===== config.mk =====
export PLATFORM = sky130hd
export DESIGN_NAME = display_burst_responder
export DESIGN_NICKNAME = d
export VERILOG_FILES = /design/src/rtl/display_mem_pkg.sv /design/src/rtl/rr_arbiter2.sv /design/src/rtl/display_burst_responder.sv
export SDC_FILE = /design/constraint.sdc
export NUM_CORES = 1
export LEC_CHECK = 0
export ABC_AREA = 1
export CORE_UTILIZATION = 45
export DETAILED_ROUTE_END_ITERATION = 10
export GPL_ROUTABILITY_DRIVEN = 0
export PLACE_DENSITY = 0.85
export REMOVE_ABC_BUFFERS = 1
export SLEW_MARGIN = 15
export SYNTH_ARGS = -nofsm -noshare
export SYNTH_HDL_FRONTEND = slang
export SYNTH_SLANG_ARGS = --single-unit

===== constraint.sdc =====
create_clock -name clk -period 1.9 [get_ports clk]
set_input_delay 0.38 -clock clk [delete_from_list [all_inputs] [get_ports clk]]
set_output_delay 0.38 -clock clk [all_outputs]
set_load 0.005 [all_outputs]

===== src/rtl/display_mem_pkg.sv =====
// Shared types and constants for the display-file memory responder.
//   burst_state_t : responder FSM states (IDLE, ISSUE, DRAIN)
//   BURST_WORDS   : words per wrapping burst
//   chan_t        : requester channel index (0 = file 0, 1 = file 1)
package display_mem_pkg;

    localparam int BURST_WORDS = 4;

    typedef enum logic [1:0] {
        IDLE  = 2'd0,
        ISSUE = 2'd1,
        DRAIN = 2'd2
    } burst_state_t;

    typedef logic chan_t;

endpackage


===== src/rtl/rr_arbiter2.sv =====
// Two-way round-robin arbiter for the display burst responder.
// Ports:
//   clk, reset   : clock, synchronous active-high reset
//   req[1:0]     : raw request (address strobe) per channel
//   ack[1:0]     : burst acknowledge pulses of the responder
//   grant_valid  : at least one unmasked request present
//   grant_ch     : channel that wins this cycle
// A channel that was just acknowledged is masked for one cycle, because its
// requester only drops the strobe on the edge that follows the acknowledge.
// On a tie the channel not served last wins; after reset channel 0 is favoured.
module rr_arbiter2
    import display_mem_pkg::*;
(
    input  logic       clk,
    input  logic       reset,
    input  logic [1:0] req,
    input  logic [1:0] ack,
    output logic       grant_valid,
    output chan_t      grant_ch
);

    chan_t      last_reg;
    logic [1:0] blank_reg;
    logic [1:0] req_eff;

    always_ff @(posedge clk) begin
        if (reset) begin
            last_reg  <= 1'b1;
            blank_reg <= 2'b00;
        end else begin
            blank_reg <= ack;
            if (ack[0]) begin
                last_reg <= 1'b0;
            end else if (ack[1]) begin
                last_reg <= 1'b1;
            end
        end
    end

    always_comb begin
        req_eff     = req & ~blank_reg;
        grant_valid = |req_eff;
        grant_ch    = 1'b0;
        if (req_eff == 2'b11) begin
            grant_ch = ~last_reg;
        end else if (req_eff[1]) begin
            grant_ch = 1'b1;
        end
    end

endmodule


===== src/rtl/display_burst_responder.sv =====
// Memory-side responder serving wrapping 4-word burst reads for the two
// video display file readers.
// Ports:
//   clk, reset                 : clock, synchronous active-high reset
//   req_addr0/1, req_as0/1     : requester start byte address and strobe
//   bus_ack0/1                 : burst acknowledge, pulses with the last beat
//   burstdata_valid0/1         : data beat strobe for the granted channel
//   dout                       : shared data beat
//   mem_addr, mem_rd, mem_ready: backend word read request handshake
//   mem_rdata, mem_rvalid      : backend in-order read return
// Four single-word reads are issued in wrap order inside the 8-byte block,
// and read data is forwarded one cycle after mem_rvalid. Issue and return
// are counted independently so the backend may pipeline up to four reads.
module display_burst_responder #(
    parameter int ADDR_W      = 22,
    parameter int BURST_WORDS = display_mem_pkg::BURST_WORDS
) (
    input  logic              clk,
    input  logic              reset,
    input  logic [ADDR_W-1:0] req_addr0,
    input  logic              req_as0,
    output logic              bus_ack0,
    output logic              burstdata_valid0,
    input  logic [ADDR_W-1:0] req_addr1,
    input  logic              req_as1,
    output logic              bus_ack1,
    output logic              burstdata_valid1,
    output logic [15:0]       dout,
    output logic [ADDR_W-1:0] mem_addr,
    output logic              mem_rd,
    input  logic              mem_ready,
    input  logic [15:0]       mem_rdata,
    input  logic              mem_rvalid
);

    localparam logic [2:0] BURST_CNT = 3'(BURST_WORDS);

    display_mem_pkg::burst_state_t state_reg, state_next;
    display_mem_pkg::chan_t        ch_reg, ch_next;
    display_mem_pkg::chan_t        grant_ch;
    logic                          grant_valid;

    logic [ADDR_W-4:0] base_reg, base_next;
    logic [1:0]        widx_reg, widx_next;
    logic [2:0]        issue_cnt_reg, issue_cnt_next;
    logic [2:0]        ret_cnt_reg, ret_cnt_next;
    logic [15:0]       dout_reg, dout_next;
    logic [1:0]        beat_reg, beat_next;
    logic [1:0]        ack_reg, ack_next;

    // Bit 0 of the request address selects a byte and is meaningless here.
    logic unused_addr_bits;
    assign unused_addr_bits = req_addr0[0] ^ req_addr1[0];

    rr_arbiter2 u_arb (
        .clk         (clk),
        .reset       (reset),
        .req         ({req_as1, req_as0}),
        .ack         (ack_reg),
        .grant_valid (grant_valid),
        .grant_ch    (grant_ch)
    );

    always_ff @(posedge clk) begin
        if (reset) begin
            state_reg     <= display_mem_pkg::IDLE;
            ch_reg        <= 1'b0;
            base_reg      <= '0;
            widx_reg      <= 2'd0;
            issue_cnt_reg <= 3'd0;
            ret_cnt_reg   <= 3'd0;
            dout_reg      <= 16'd0;
            beat_reg      <= 2'b00;
            ack_reg       <= 2'b00;
        end else begin
            state_reg     <= state_next;
            ch_reg        <= ch_next;
            base_reg      <= base_next;
            widx_reg      <= widx_next;
            issue_cnt_reg <= issue_cnt_next;
            ret_cnt_reg   <= ret_cnt_next;
            dout_reg      <= dout_next;
            beat_reg      <= beat_next;
            ack_reg       <= ack_next;
        end
    end

    always_comb begin
        state_next     = state_reg;
        ch_next        = ch_reg;
        base_next      = base_reg;
        widx_next      = widx_reg;
        issue_cnt_next = issue_cnt_reg;
        ret_cnt_next   = ret_cnt_reg;
        dout_next      = dout_reg;
        beat_next      = 2'b00;
        ack_next       = 2'b00;
        mem_rd         = 1'b0;

        case (state_reg)
            display_mem_pkg::IDLE: begin
                if (grant_valid) begin
                    ch_next        = grant_ch;
                    base_next      = grant_ch ? req_addr1[ADDR_W-1:3] : req_addr0[ADDR_W-1:3];
                    widx_next      = grant_ch ? req_addr1[2:1] : req_addr0[2:1];
                    issue_cnt_next = 3'd0;
                    ret_cnt_next   = 3'd0;
                    state_next     = display_mem_pkg::ISSUE;
                end
            end
            display_mem_pkg::ISSUE: begin
                mem_rd = 1'b1;
                if (mem_ready) begin
                    widx_next      = widx_reg + 2'd1;
                    issue_cnt_next = issue_cnt_reg + 3'd1;
                    if (issue_cnt_reg == BURST_CNT - 3'd1) begin
                        state_next = display_mem_pkg::DRAIN;
                    end
                end
            end
            display_mem_pkg::DRAIN: begin
                // ret_cnt reaches the burst length in the acknowledge cycle;
                // the following cycle is IDLE.
                if (ret_cnt_reg == BURST_CNT) begin
                    state_next = display_mem_pkg::IDLE;
                end
            end
            default: begin
                state_next = display_mem_pkg::IDLE;
            end
        endcase

        // Only returns matching an already accepted read are forwarded; a
        // return in the same cycle as an accept belongs to an earlier read.
        if (state_reg != display_mem_pkg::IDLE && mem_rvalid &&
            issue_cnt_reg != ret_cnt_reg) begin
            dout_next         = mem_rdata;
            beat_next[ch_reg] = 1'b1;
            ret_cnt_next      = ret_cnt_reg + 3'd1;
            if (ret_cnt_reg == BURST_CNT - 3'd1) begin
                ack_next[ch_reg] = 1'b1;
            end
        end
    end

    assign mem_addr         = {base_reg, widx_reg, 1'b0};
    assign dout             = dout_reg;
    assign burstdata_valid0 = beat_reg[0];
    assign burstdata_valid1 = beat_reg[1];
    assign bus_ack0         = ack_reg[0];
    assign bus_ack1         = ack_reg[1];

    always_ff @(posedge clk) begin
        if (!reset) begin
            assert (!(beat_reg[0] && beat_reg[1]));
            assert (!(ack_reg[0] && ack_reg[1]));
        end
    end

endmodule


==> flow_metrics.tcl <==
set metrics [dict create \
    status "completed" \
    clock-sinks 53 \
    max_cap_viol_count 0 \
    drive_above_1_share_pct 11.66 \
    ir_drop_v 0.0005056 \
    setup_viol 0 \
    cts_buffers 5 \
    routed_wl_mm 5.884 \
    min-delay-start "ack_reg[0]" \
    grt_pass1_vias 2200 \
    route.detailed.drc 0 \
    mappedNetlistArea_um2 2476 \
    drv_slew 0 \
    synth_compound_area_share_pct 15.31 \
    synthXorXnorAreaFrac_pct 0.3537 \
    reg2reg_setup_slack_ps 440 \
    cts_tree "yes" \
    antenna_left 0 \
    slowest_delay_ps 520 \
    final_net_count 499 \
    antenna_found_initial 0 \
    io_buffers 105 \
    die_h_um 76.18 \
    skew_ps 11.26 \
    crit_arrival_ps 1490 \
    cp_data_required_time_ps 1520 \
    r2r-start "issue_cnt_reg[0]" \
    grt_max_degree 39 \
    path_clk_slew_ps 100 \
    drt_iter0_drc 89 \
    grt.overflow.total 0 \
    crit_family "buffers and inverters" \
    core.rowCount 26 \
    clockRootBuffer "clkbuf_8" \
    hold_buffers 0 \
    viasPerCell 4.760 \
    grt_pass1_wl_mm 9.729 \
    clkLatencyLatePin_ps 310 \
    ys_ff_latch 53 \
    synthDistinctLibCells 25 \
    io-pin-count 109 \
    power_mw 2.882 \
    antenna_cells 0 \
    die_w_um 76.18 \
    ys_seq_area_share_pct 42.85 \
    syn2layout_area_growth_pct 49.07 \
    synth_top_family_by_area "simple AND/OR/NAND/NOR gates" \
    leakage_nw 1.648 \
    start_kind "flip-flop" \
    criticalPathCategory "flip-flop to output port" \
    synth_area_per_cell_um2 7.690 \
    via_count 2375 \
    end_kind "output port" \
    drtPass1Iterations 4 \
    period_minus_slack_ps 1866 \
    path_max_fanout 5 \
    min_path_type "flip-flop to flip-flop" \
    grt_use_total_pct 20.55 \
    synth_warnings 0 \
    clockBufferDepth 2 \
    cp_num_buf_inv 2 \
    synth-simple-area-share_pct 25.82 \
    hold_viol 0 \
    largest_register_ffs 19 \
    ctsHtreeMaxLevel 2 \
    crit_path_cell_trace "inv_1, nor2_4, clkdlybuf4s50_1" \
    finalCritPeriodShare_pct 98.21 \
    coreArea_um2 5205 \
    die_area_um2 5803 \
    place_area_um2 3548 \
    synth_cells 322 \
    dp_hpwl_mm 4.311 \
    max_freq_mhz 535.9 \
    fin_area_um2 3691 \
    cpMaxStageDelayCell "clkdlybuf4s50_1" \
    start_util_pct 47.57 \
    synthMuxAreaShare_pct 0 \
    routedWlPerCell_um 11.79 \
    yosys.area_share.adder_pct 2.527 \
    startpoint "state_reg[0]" \
    power_density_nw_per_um2 780.8 \
]
[cell families after synthesis]
kind of cell / count (synthesis)
simple gates: 150
buf+inv: 65
flops: 53
compound gates: 47
fa+ha+maj: 5
xor+xnor: 1
other cells: 1
[cell usage in the layout, fill, tap and decap left out, drive strengths merged, types with 5 or more instances in the layout]
| master | synthesis | routed |
|---|---|---|
| nand2 | 73 | 73 |
| o21ai | 19 | 19 |
| nor2 | 47 | 47 |
| inv | 48 | 48 |
| o211ai | 19 | 19 |
| clkdlybuf4s50 | 0 | 105 |
| clkbuf | 1 | 6 |
| dfxtp | 53 | 53 |
| a21oi | 8 | 8 |
| ha | 5 | 5 |
| buf | 16 | 11 |
| nand3 | 27 | 27 |
[metal layers]
| layer | vias up | GRT usage [%] | routed length [um] |
|---|---|---|---|
| met5 | - | 0 | 0 |
| met4 | 0 | 7.885 | 102 |
| met3 | 10 | 3.353 | 270 |
| met2 | 57 | 37.45 | 3012 |
| met1 | 1083 | 23.98 | 2498 |
| li1 | 1225 | - | - |
[path summary, 6_finish.rpt]
| path | to | depth (start not counted) |
|---|---|---|
| max reg2reg | ack_reg[1] | 8 |
| max | mem_rd | 3 |
| min | u_arb.blank_reg[0] | 2 |
| min reg2reg | u_arb.blank_reg[0] | 2 |
[Yosys cell counts]
master,number,area [um^2]
a21oi_1,8,40.04
o22ai_1,1,6.260
buf_4,4,30.03
clkbuf_1,1,3.750
nor2_4,2,22.52
nand3_1,26,130.1
buf_8,2,30.03
nor2_2,1,6.260
inv_4,1,6.260
nor2_1,44,165.2
inv_2,4,15.01
ha_1,5,62.56
inv_1,43,161.4
nand2_2,2,12.51
xnor2_1,1,8.760
o211ai_2,19,237.7
conb_1,1,3.750
o21ai_0,19,95.09
buf_2,6,30.03
nand2_4,1,11.26
nand4_1,3,18.77
dfxtp_1,53,1061
buf_6,4,45.04
nand2_1,70,262.8
nand3_2,1,10.01
[per-stage QoR]
| step | worst slack (ps) | TNS, ps | hold WS (ps) | utilization (%) | instances |
|---|---|---|---|---|---|
| after floorplan | 250.0 | 0 | 426.1 | - | 305 |
| after global placement | 90.31 | 0 | 428.7 | 68.17 | 488 |
| after detailed placement | 63.19 | 0 | 434.0 | 68.17 | 488 |
| after CTS | 34.42 | 0 | 451.4 | 70.48 | 496 |
| after global routing | -1.337 | -1.337 | 459.2 | 70.91 | 499 |
| final | 34.03 | 0 | 455.0 | 70.91 | 499 |
[power by group]
| part | switching, mW | internal, mW | total (mW) |
|---|---|---|---|
| Clock | 0.368 | 0.429 | 0.797 |
| Combinational | 0.349 | 0.447 | 0.796 |
| Sequential | 0.0718 | 1.22 | 1.29 |
| Total | 0.789 | 2.09 | 2.88 |
[worst min-delay path: stages, from the launching register on]
cell	delay (ps)
dfxtp_1	320
inv_1	60
nor2_1	30
[what timing repair did]
item	CTS	global route
buffers inserted	0	3
resized for setup	0	0
endpoints found under the setup margin	0	1
[final cells by class]
type / instances / area (um^2)
multi-input combinational: 204 / 1094
clock inverter: 2 / 37.54
fill: 407 / 1514
tap: 70 / 87.58
clock buffer: 6 / 82.58
timing repair buffer: 116 / 1146
inverter: 48 / 182.7
sequential: 53 / 1061
No activity file was read; power rests on OpenSTA's default activity.
